**src/rtl/mac_int_pkg.sv**
```systemverilog
`default_nettype none
// ============================================================================
// mac_int_pkg : shared helpers for the multi-lane integer MAC
//               (saturating add, lane slicing, parameter legality)
// Revision    : 1.0
// ============================================================================
package mac_int_pkg;

   localparam int c_max_acc_w = 63;

   typedef struct packed {
      logic        sat;
      logic [63:0] val;
   } sat_res_t;

   function automatic int lane_lsb(input int lane, input int width);
      return lane * width;
   endfunction

   function automatic int acc_w_min(input int a_w, input int b_w, input int lanes);
      return a_w + b_w + $clog2(lanes);
   endfunction

   function automatic bit params_ok(input int acc_w, input int a_w, input int b_w,
                                    input int lanes);
      return (acc_w >= acc_w_min(a_w, b_w, lanes)) && (acc_w <= c_max_acc_w) &&
             (lanes >= 1) && (lanes <= 16) && ((lanes & (lanes - 1)) == 0);
   endfunction

   // Operands are w-bit patterns; they are re-extended here so the 65-bit sum never wraps.
   function automatic sat_res_t sat_add(input logic [63:0] a, input logic [63:0] b,
                                        input int unsigned w, input logic sgn);
      logic [64:0] mask;
      logic [64:0] sbit;
      logic [64:0] ea;
      logic [64:0] eb;
      logic [64:0] sum;
      logic [64:0] hi;
      logic [64:0] lo;
      sat_res_t    r;
      mask  = (65'd1 << w) - 65'd1;
      sbit  = mask ^ (mask >> 1);
      ea    = {1'b0, a} & mask;
      eb    = {1'b0, b} & mask;
      r.sat = 1'b0;
      if (sgn) begin
         if ((ea & sbit) != '0) ea = ea | ~mask;
         if ((eb & sbit) != '0) eb = eb | ~mask;
         hi  = mask >> 1;
         lo  = ~hi;
         sum = ea + eb;
         if ($signed(sum) > $signed(hi)) begin
            sum   = hi;
            r.sat = 1'b1;
         end else if ($signed(sum) < $signed(lo)) begin
            sum   = lo;
            r.sat = 1'b1;
         end
      end else begin
         sum = ea + eb;
         if (sum > mask) begin
            sum   = mask;
            r.sat = 1'b1;
         end
      end
      r.val = sum[63:0] & mask[63:0];
      return r;
   endfunction

endpackage
`default_nettype wire

```
**src/rtl/mac_int_lane_tree.sv**
```systemverilog
`default_nettype none
// ============================================================================
// mac_int_lane_tree : LANES parallel multipliers with registered products
//                     feeding the reduction tree
// Revision          : 1.0
// ============================================================================
module mac_int_lane_tree
   import mac_int_pkg::*;
#(
   parameter int LANES = 4,
   parameter int A_W   = 9,
   parameter int B_W   = 9,
   parameter int ACC_W = 32
) (
   input  logic                   clk,
   input  logic                   reset,
   input  logic                   i_en,
   input  logic [LANES*A_W-1:0]   i_a,
   input  logic [LANES*B_W-1:0]   i_b,
   input  logic                   i_signed,
   output logic                   o_signed,
   output logic [ACC_W-1:0]       o_sum
);

   localparam int c_p_w = A_W + B_W;

   logic [LANES*c_p_w-1:0] w_prod;
   logic [LANES*c_p_w-1:0] r_prod;
   logic [ACC_W-1:0]       w_ext [LANES];
   logic                   r_signed;

   // Operands are pre-extended to the product width so a plain multiply gives the
   // correct low bits in both modes.
   generate
      for (genvar i = 0; i < LANES; i++) begin : g_lane
         logic [c_p_w-1:0] w_a;
         logic [c_p_w-1:0] w_b;
         assign w_a = {{B_W{i_signed & i_a[lane_lsb(i, A_W) + A_W - 1]}},
                       i_a[lane_lsb(i, A_W) +: A_W]};
         assign w_b = {{A_W{i_signed & i_b[lane_lsb(i, B_W) + B_W - 1]}},
                       i_b[lane_lsb(i, B_W) +: B_W]};
         assign w_prod[lane_lsb(i, c_p_w) +: c_p_w] = w_a * w_b;
         assign w_ext[i] = {{(ACC_W - c_p_w){r_signed & r_prod[lane_lsb(i, c_p_w) + c_p_w - 1]}},
                            r_prod[lane_lsb(i, c_p_w) +: c_p_w]};
      end
   endgenerate

   always_ff @(posedge clk or negedge reset) begin
      if (!reset) begin
         r_prod   <= '0;
         r_signed <= 1'b0;
      end else if (i_en) begin
         r_prod   <= w_prod;
         r_signed <= i_signed;
      end
   end

   always_comb begin
      o_sum = '0;
      for (int k = 0; k < LANES; k++) begin
         o_sum = o_sum + w_ext[k];
      end
   end

   assign o_signed = r_signed;

endmodule
`default_nettype wire

```
**src/rtl/mac_int_vec.sv**
```systemverilog
`default_nettype none
// ============================================================================
// mac_int_vec : multi-lane streamed dot-product MAC with saturating
//               accumulation, handshakes on both sides and beat counting
// Revision    : 1.0
// ============================================================================
module mac_int_vec
   import mac_int_pkg::*;
#(
   parameter int LANES = 4,
   parameter int A_W   = 9,
   parameter int B_W   = 9,
   parameter int ACC_W = 32,
   parameter int CNT_W = 8
) (
   input  logic                   clk,
   input  logic                   reset,
   input  logic                   in_valid,
   output logic                   in_ready,
   input  logic [LANES*A_W-1:0]   in_a,
   input  logic [LANES*B_W-1:0]   in_b,
   input  logic                   in_last,
   input  logic                   in_signed,
   output logic                   out_valid,
   input  logic                   out_ready,
   output logic [ACC_W-1:0]       out_result,
   output logic                   out_sat,
   output logic [CNT_W-1:0]       out_beats
);

   localparam bit c_params_ok = params_ok(ACC_W, A_W, B_W, LANES);

   generate
      if (!c_params_ok) begin : g_param_check
         $error("mac_int_vec: need ACC_W >= A_W+B_W+log2(LANES), ACC_W <= 63, LANES power of two in 1..16");
      end
   endgenerate

   logic                 w_stall;
   logic                 r_s1_valid;
   logic                 r_s1_last;
   logic                 r_s1_signed;
   logic [LANES*A_W-1:0] r_s1_a;
   logic [LANES*B_W-1:0] r_s1_b;
   logic                 r_s2_valid;
   logic                 r_s2_last;
   logic                 w_s2_signed;
   logic [ACC_W-1:0]     w_s2_sum;
   logic [ACC_W-1:0]     r_acc;
   logic                 r_acc_sat;
   logic [CNT_W-1:0]     r_cnt;
   logic                 r_first;
   logic                 r_out_valid;
   logic [ACC_W-1:0]     r_out_result;
   logic                 r_out_sat;
   logic [CNT_W-1:0]     r_out_beats;
   sat_res_t             w_add;
   logic [ACC_W-1:0]     w_acc_base;
   logic [ACC_W-1:0]     w_acc_next;
   logic                 w_sat_next;
   logic [CNT_W-1:0]     w_cnt_next;
   logic                 w_unused_hi;

   // A pending result that the consumer has not taken freezes the whole pipe.
   assign w_stall  = r_out_valid & ~out_ready;
   assign in_ready = reset & ~w_stall;

   always_ff @(posedge clk or negedge reset) begin
      if (!reset) begin
         r_s1_valid  <= 1'b0;
         r_s1_last   <= 1'b0;
         r_s1_signed <= 1'b0;
         r_s1_a      <= '0;
         r_s1_b      <= '0;
         r_s2_valid  <= 1'b0;
         r_s2_last   <= 1'b0;
      end else if (!w_stall) begin
         r_s1_valid <= in_valid;
         if (in_valid) begin
            r_s1_last   <= in_last;
            r_s1_signed <= in_signed;
            r_s1_a      <= in_a;
            r_s1_b      <= in_b;
         end
         r_s2_valid <= r_s1_valid;
         r_s2_last  <= r_s1_last;
      end
   end

   mac_int_lane_tree #(
      .LANES (LANES),
      .A_W   (A_W),
      .B_W   (B_W),
      .ACC_W (ACC_W)
   ) u_lane_tree (
      .clk      (clk),
      .reset    (reset),
      .i_en     (~w_stall),
      .i_a      (r_s1_a),
      .i_b      (r_s1_b),
      .i_signed (r_s1_signed),
      .o_signed (w_s2_signed),
      .o_sum    (w_s2_sum)
   );

   always_comb begin
      w_acc_base = r_first ? '0 : r_acc;
      w_add      = sat_add(64'(w_acc_base), 64'(w_s2_sum), ACC_W, w_s2_signed);
      w_acc_next = w_add.val[ACC_W-1:0];
      w_sat_next = w_add.sat | (~r_first & r_acc_sat);
      if (r_first) begin
         w_cnt_next = CNT_W'(1);
      end else if (&r_cnt) begin
         w_cnt_next = r_cnt;
      end else begin
         w_cnt_next = r_cnt + CNT_W'(1);
      end
   end

   assign w_unused_hi = ^w_add.val[63:ACC_W];

   // Loading a new result wins over clearing the one just consumed.
   always_ff @(posedge clk or negedge reset) begin
      if (!reset) begin
         r_acc        <= '0;
         r_acc_sat    <= 1'b0;
         r_cnt        <= '0;
         r_first      <= 1'b1;
         r_out_valid  <= 1'b0;
         r_out_result <= '0;
         r_out_sat    <= 1'b0;
         r_out_beats  <= '0;
      end else begin
         if (r_out_valid && out_ready) begin
            r_out_valid <= 1'b0;
         end
         if (!w_stall && r_s2_valid) begin
            r_acc     <= w_acc_next;
            r_acc_sat <= w_sat_next;
            r_cnt     <= w_cnt_next;
            r_first   <= r_s2_last;
            if (r_s2_last) begin
               r_out_valid  <= 1'b1;
               r_out_result <= w_acc_next;
               r_out_sat    <= w_sat_next;
               r_out_beats  <= w_cnt_next;
            end
         end
      end
   end

   assign out_valid  = r_out_valid;
   assign out_result = r_out_result;
   assign out_sat    = r_out_sat;
   assign out_beats  = r_out_beats;

endmodule
`default_nettype wire
```
**config.mk**
```make
export PLATFORM = sky130hd
export DESIGN_NAME = mac_int_vec
export DESIGN_NICKNAME = d
export VERILOG_FILES = /design/src/rtl/mac_int_pkg.sv /design/src/rtl/mac_int_lane_tree.sv /design/src/rtl/mac_int_vec.sv
export SDC_FILE = /design/constraint.sdc
export NUM_CORES = 2
export LEC_CHECK = 0
export BUFFER_PORTS_ARGS = -buffer_cell sky130_fd_sc_hd__clkbuf_2
export CAP_MARGIN = 20
export CORE_AREA = 10 10 301 332
export DETAILED_ROUTE_END_ITERATION = 8
export DIE_AREA = 0 0 311 342
export MAX_ROUTING_LAYER = met4
export PLACE_DENSITY_LB_ADDON = 0.2
export SLEW_MARGIN = 20
export SYNTH_ARGS = -nofsm -noshare
export SYNTH_HDL_FRONTEND = slang
export SYNTH_HIERARCHICAL = 1
export SYNTH_SLANG_ARGS = --single-unit
```
**constraint.sdc**
```tcl
create_clock -name clk -period 9.9 [get_ports clk]
set_input_delay 1.98 -clock clk [delete_from_list [all_inputs] [get_ports clk]]
set_output_delay 1.98 -clock clk [all_outputs]
set_load 0.02 [all_outputs]
```
======== Yosys cells after proc, flatten, opt, wreduce, memory -nomap -nowiden ========
Cells that the tools add are included.
cells by class
  add/sub/neg operators ................... 6
  $mul .................................... 4
  order comparisons ....................... 3
  muxes and demuxes ....................... 18
  bitwise logic cells ..................... 19
  reduce and logical (&&, ||, !) cells .... 6
operators by type and width
  kind                                                                             number
  65-bit 2-to-1 mux                                                                4
  32-bit 2-to-1 mux                                                                5
  10-bit by 10-bit multiplier with 18-bit output                                   4
  65-bit adder                                                                     1
  65-bit by 32-bit > comparator with 1-bit output (second input constant)          1
  65-bit by 32-bit less-than comparator with 1-bit output (second input constant)  1
  32-bit adder                                                                     2
  32-bit by 32-bit adder with 33-bit output                                        1
  33-bit by 32-bit > comparator with 1-bit output (second input constant)          1
  19-bit by 19-bit adder with 20-bit output                                        1
  8-bit 2-to-1 mux                                                                 2
  1-bit AND                                                                        15
  8-bit by 1-bit adder with 8-bit output (second input constant)                   1
  8-bit AND reduction                                                              1
  1-bit 2-to-1 mux                                                                 7
  2-bit AND reduction                                                              2
  1-bit inverter                                                                   3
  1-bit logical AND                                                                2
  1-bit logical NOT                                                                1
  1-bit bitwise OR                                                                 1
word-level totals
  flip-flop bits (word level) ............. 234
  bits of input ports ..................... 78
  logic and storage cells ................. 73

======== Longest topological paths before layout ========
  word-level depth ........................ 12
  depth in mapped cells ................... 31

======== By module ========
The synthesis kept the hierarchy.
by module, submodules not included
  module             instances  cells each  area an instance (µm²)  sequential area each (µm²)
  mac_int_lane_tree  1          2042        19052.0                 1826.8
  mac_int_vec        1          792         8662.1                  4030.1

======== Worst setup path before layout ========
OpenSTA, ideal clock, no wires.
  path type ............................... flip-flop to flip-flop
  start ................................... register u_lane_tree.r_prod[4]
  end ..................................... register r_acc[14]
  library setup time ...................... 0.123 ns
  data arrival time ....................... 7.017 ns
  data required time ...................... 9.777 ns
  slack ................................... 2.761 ns
  stages on the path, launching flop included .. 30
  cell sequence ........................... dfrtp_1 > fa_1 > fa_1 > ha_1 > a21oi_1 > nor2b_1 > or3_1 > a31o_2 > a2111oi_4 > o21ai_2 > a21oi_1 > xnor2_1 > ha_1 > clkbuf_1 > a21o_1 > a21o_1 > a21o_1 > a221o_1 > a21o_1 > a31o_2 > a21o_1 > a21o_1 > a21o_1 > fa_1 > nor3_1 > o211ai_1 > nand3_1 > nand3_2 > buf_2 > o221a_2
between the ends
  cells in the longest elaborated chain, start to end .. 10
  elaborated cells on any way between the ends .. 14
  those cells by class .................... 5 x add/sub; 3 x order compare; 6 x mux
RTL lines
  element                                                  RTL line                 text
  from (decl)                                              mac_int_lane_tree.sv:28  logic [LANES*c_p_w-1:0] r_prod;
  from (signal assigned)                                   mac_int_lane_tree.sv:53  r_prod <= w_prod;
  19-bit by 19-bit adder with 20-bit output (*)            mac_int_lane_tree.sv:61  o_sum = o_sum + w_ext[k];
  32-bit adder (*) (2 in series)                           mac_int_lane_tree.sv:61
  net w_s2_sum[16]                                         mac_int_vec.sv:48        logic [ACC_W-1:0] w_s2_sum;
  65-bit 2-to-1 mux                                        mac_int_pkg.sv:48        if ((eb & sbit) != '0) eb = eb | ~mask;
  65-bit 2-to-1 mux                                        mac_int_pkg.sv:46        if (sgn) begin
  65-bit adder                                             mac_int_pkg.sv:51        sum = ea + eb;
  65-bit by 32-bit less-than comparator with 1-bit output  mac_int_pkg.sv:55        end else if ($signed(sum) < $signed(lo)) begin
  32-bit 2-to-1 mux                                        mac_int_pkg.sv:55
  32-bit 2-to-1 mux                                        mac_int_pkg.sv:52        if ($signed(sum) > $signed(hi)) begin
  32-bit 2-to-1 mux (*)                                    mac_int_pkg.sv:46
  to (signal assigned)                                     mac_int_vec.sv:138       r_acc <= w_acc_next;
  to (decl)                                                mac_int_vec.sv:49        logic [ACC_W-1:0] r_acc;
Mark *: on every way through the listed nets, which the timed path passes. The rest lies on a longest branch. The select of a mux whose other input is x is not followed.
A chain may end at the register's enable or synchronous reset.

======== Final worst setup path ========
  start ................................... register u_lane_tree.r_prod[4]
  end ..................................... register r_out_result[1] (netlist: out_result[1])
between the ends
  cells in the longest elaborated chain, start to end .. 10
  elaborated cells on any way between the ends .. 14
  those cells by class .................... 5 x add/sub; 3 x order compare; 6 x mux
RTL lines
  element                                                  RTL line                 text
  19-bit by 19-bit adder with 20-bit output (*)            mac_int_lane_tree.sv:61
  32-bit adder (*) (2 in series)                           mac_int_lane_tree.sv:61
  net w_s2_sum[16]                                         mac_int_vec.sv:48
  65-bit 2-to-1 mux                                        mac_int_pkg.sv:48
  65-bit 2-to-1 mux                                        mac_int_pkg.sv:46
  65-bit adder                                             mac_int_pkg.sv:51
  65-bit by 32-bit less-than comparator with 1-bit output  mac_int_pkg.sv:55
  32-bit 2-to-1 mux                                        mac_int_pkg.sv:55
  32-bit 2-to-1 mux                                        mac_int_pkg.sv:52
  32-bit 2-to-1 mux (*)                                    mac_int_pkg.sv:46
  to (signal assigned)                                     mac_int_vec.sv:144       r_out_result <= w_acc_next;
  to (decl)                                                mac_int_vec.sv:54        logic [ACC_W-1:0] r_out_result;
Marks and branches as above.

==> impl_metrics.ini <==
[placement]
hpwl_mm = 55.4
gp_congestion = 0.796
portBuffers = 120

[critical_path]
start_kind = flip-flop
rrSetupSlack_ps = 1900
max_stage_delay_ps = 580
path_max_fanout = 21
path_class = reg2reg
worstPathRequired_ps = 10380
cpMostUsedCell = a21o_1
cp.arrival_ps = 8480
end_kind = flip-flop
slowest_stage = fa_1

[detailed_routing]
drt_iter0_drc = 689
drc_errors = 0
vias = 19100
avgRoutedWirePerCell_um = 16.9
vias_per_cell = 4.59
detail-route-antenna-nets = 0
routed_wl_mm = 70.0
firstDrtPassIters = 4

[logic_synthesis]
synth.distinct_cells = 79
synth_top_flop_cell = dfrtp_1
synth_area_um2 = 27700
yosysWarnings = 6
ys_ff_latch = 234
synth-async-reset-ratio_pct = 100
yosysTopAreaCellShare_pct = 26.8
synth_edf_count = 0
synth_top_area_cell = fa_1
synthCells = 2834
synth-seq-area-share_pct = 21.1
syn_avg_cell_area_um2 = 9.78
synth_nets = 3517
yosys-top-cells-area = fa_1 27%, dfrtp_1 21%, ha_1 11%

[die]
placementRows = 118
coreArea_um2 = 93300
dieArea_um2 = 106000
io_pins = 121
die_h_um = 342
initial_core_util_pct = 29.7
die_x_um = 311

[cts]
ctsHoldBuffers = 0
worstSkewPairLatency_ps = 590
cts_tree = done
cts_buffers = 37
cts_setup_buffers = 0
clockBufferDepth = 3
path_clk_slew_ps = 60
clock-sinks = 234
clockRootBuffer = clkbuf_16
cts_resized = 0
cts_max_level = 2

[worst_hold_path]
hold_class = reg2reg

[sta]
fin_skew_ps = 23.3
hold_viol = 0
post-route-period-util_pct = 80.8
fmax_ghz = 0.125
tightest_slew_ps = 1100
setup_viol = 0
finalSetupTns_ps = 0
max-slew-margin-rel_pct = 26.4
fin_crit_ps = 8000
rsz0062_at_grt = no
finalMaxSlewViolations = 0

[grt]
track_usage_pct = 13.9
grt_pass1_vias = 20600
antenna_found_initial = 3
grt_overflow = 0
grt_pass1_wl_mm = 116
grt_max_degree = 139

[cells_and_area]
diodes = 0
final_common_cell = inv_1
nNetsFinal = 3551
drive_gt1_share_pct = 13.5
syn_to_final_growth_pct = 10.8
mostFrequentLayoutCells = 469 x inv_1, 371 x fa_1, 236 x nand2_1, 234 x ha_1, 232 x dfrtp_1

[job]
max-cap-violations = 0

[run_status]
status = complete, no violations
cell families (layout without fill, tap and decap cells):
kind of cell	after synthesis	after routing	synth area share, %
compound gates	409	409	10.6
fa+ha+maj	605	605	37.4
simple gates	723	723	13.2
flops	234	234	21.1
xor+xnor	130	130	4.11
buf+inv	607	667	8.51
mux	126	126	5.11
area by class of cell:
type / count / area [um^2]
Fill cell: 9843 / 62600
Multi-Input combinational cell: 1993 / 19500
Sequential cell: 234 / 5860
Inverter: 469 / 1760
Tap cell: 1260 / 1580
Clock buffer: 46 / 1030
Timing Repair Buffer: 133 / 721
Clock inverter: 19 / 241
worst max-delay path: cells and delay by family, from the launching register on:
kind,cells,cell delay (ps)
compound gates,16,3590
xor+xnor,1,90
fa+ha+maj,5,2280
buf+inv,1,270
flops,1,410
simple gates,5,1230
per-stage QoR:
| stage | hold slack (ps) | util (%) | cell area (um^2) | setup slack (ps) | cells |
|---|---|---|---|---|---|
| floorplan | 442 | - | 27700 | 2760 | 2834 |
| global placement | 446 | 31.6 | 29400 | 1840 | 4089 |
| detailed placement | 450 | 31.6 | 29400 | 1890 | 4089 |
| CTS | 461 | 32.9 | 30700 | 1860 | 4154 |
| global route | 468 | 32.9 | 30700 | 1440 | 4154 |
| finish | 459 | 32.9 | 30700 | 1900 | 4154 |
state kept, by name (all words and copies together) (netlist names):
signal and flops:
r_s1_last 1, r_first 1, out_result 32, u_lane_tree/r_prod 72, out_sat 1, r_cnt 8, out_beats 8, u_lane_tree/o_signed 1
r_s1_signed 1, r_s1_a 36, out_valid 1, r_s2_valid 1, r_s1_valid 1, r_acc 32, r_s2_last 1, r_s1_b 36
r_acc_sat 1
per-layer routing:
layer	up-vias	GRT usage, %	wire (um)
li1	9170	-	-
met1	9615	17.0	31000
met2	195	24.2	35700
met3	72	1.90	1870
met4	0	3.05	1400
met5	-	-	0
synthesized netlist by cell type (12+ instances only):
library cell  instances
nand2_1             237
nor2b_1              53
xor2_1               25
o21ai_0              60
o21a_1               26
dfrtp_1             233
o211ai_1             22
a21oi_1              89
mux2_2              123
clkbuf_1            111
and3_1               30
o221a_2              23
o22a_1               23
buf_4                12
nand3_1              45
inv_1               469
a21o_1               47
xnor2_1             105
o21bai_1             16
and2_1              176
or2_2                17
ha_1                234
nor2_1              103
fa_1                371
a211oi_1             16
nand2b_1             15
a31oi_1              14
nor3_1               17
worst paths after layout:
path | start | end | cells past startpoint
worst max-delay path | u_lane_tree/r_prod[4] | out_result[1] | 28
worst min-delay path | r_first | r_first | 2
worst min register to register | r_first | r_first | 2
max in group asynchronous | reset | r_s1_signed | 2
min in group asynchronous | reset | out_result[28] | 1
worst max register to register | u_lane_tree/r_prod[4] | out_result[1] | 28
Power is not shown: default switching activity piles up to over one toggle a cycle in this logic, so the estimate is an artifact.
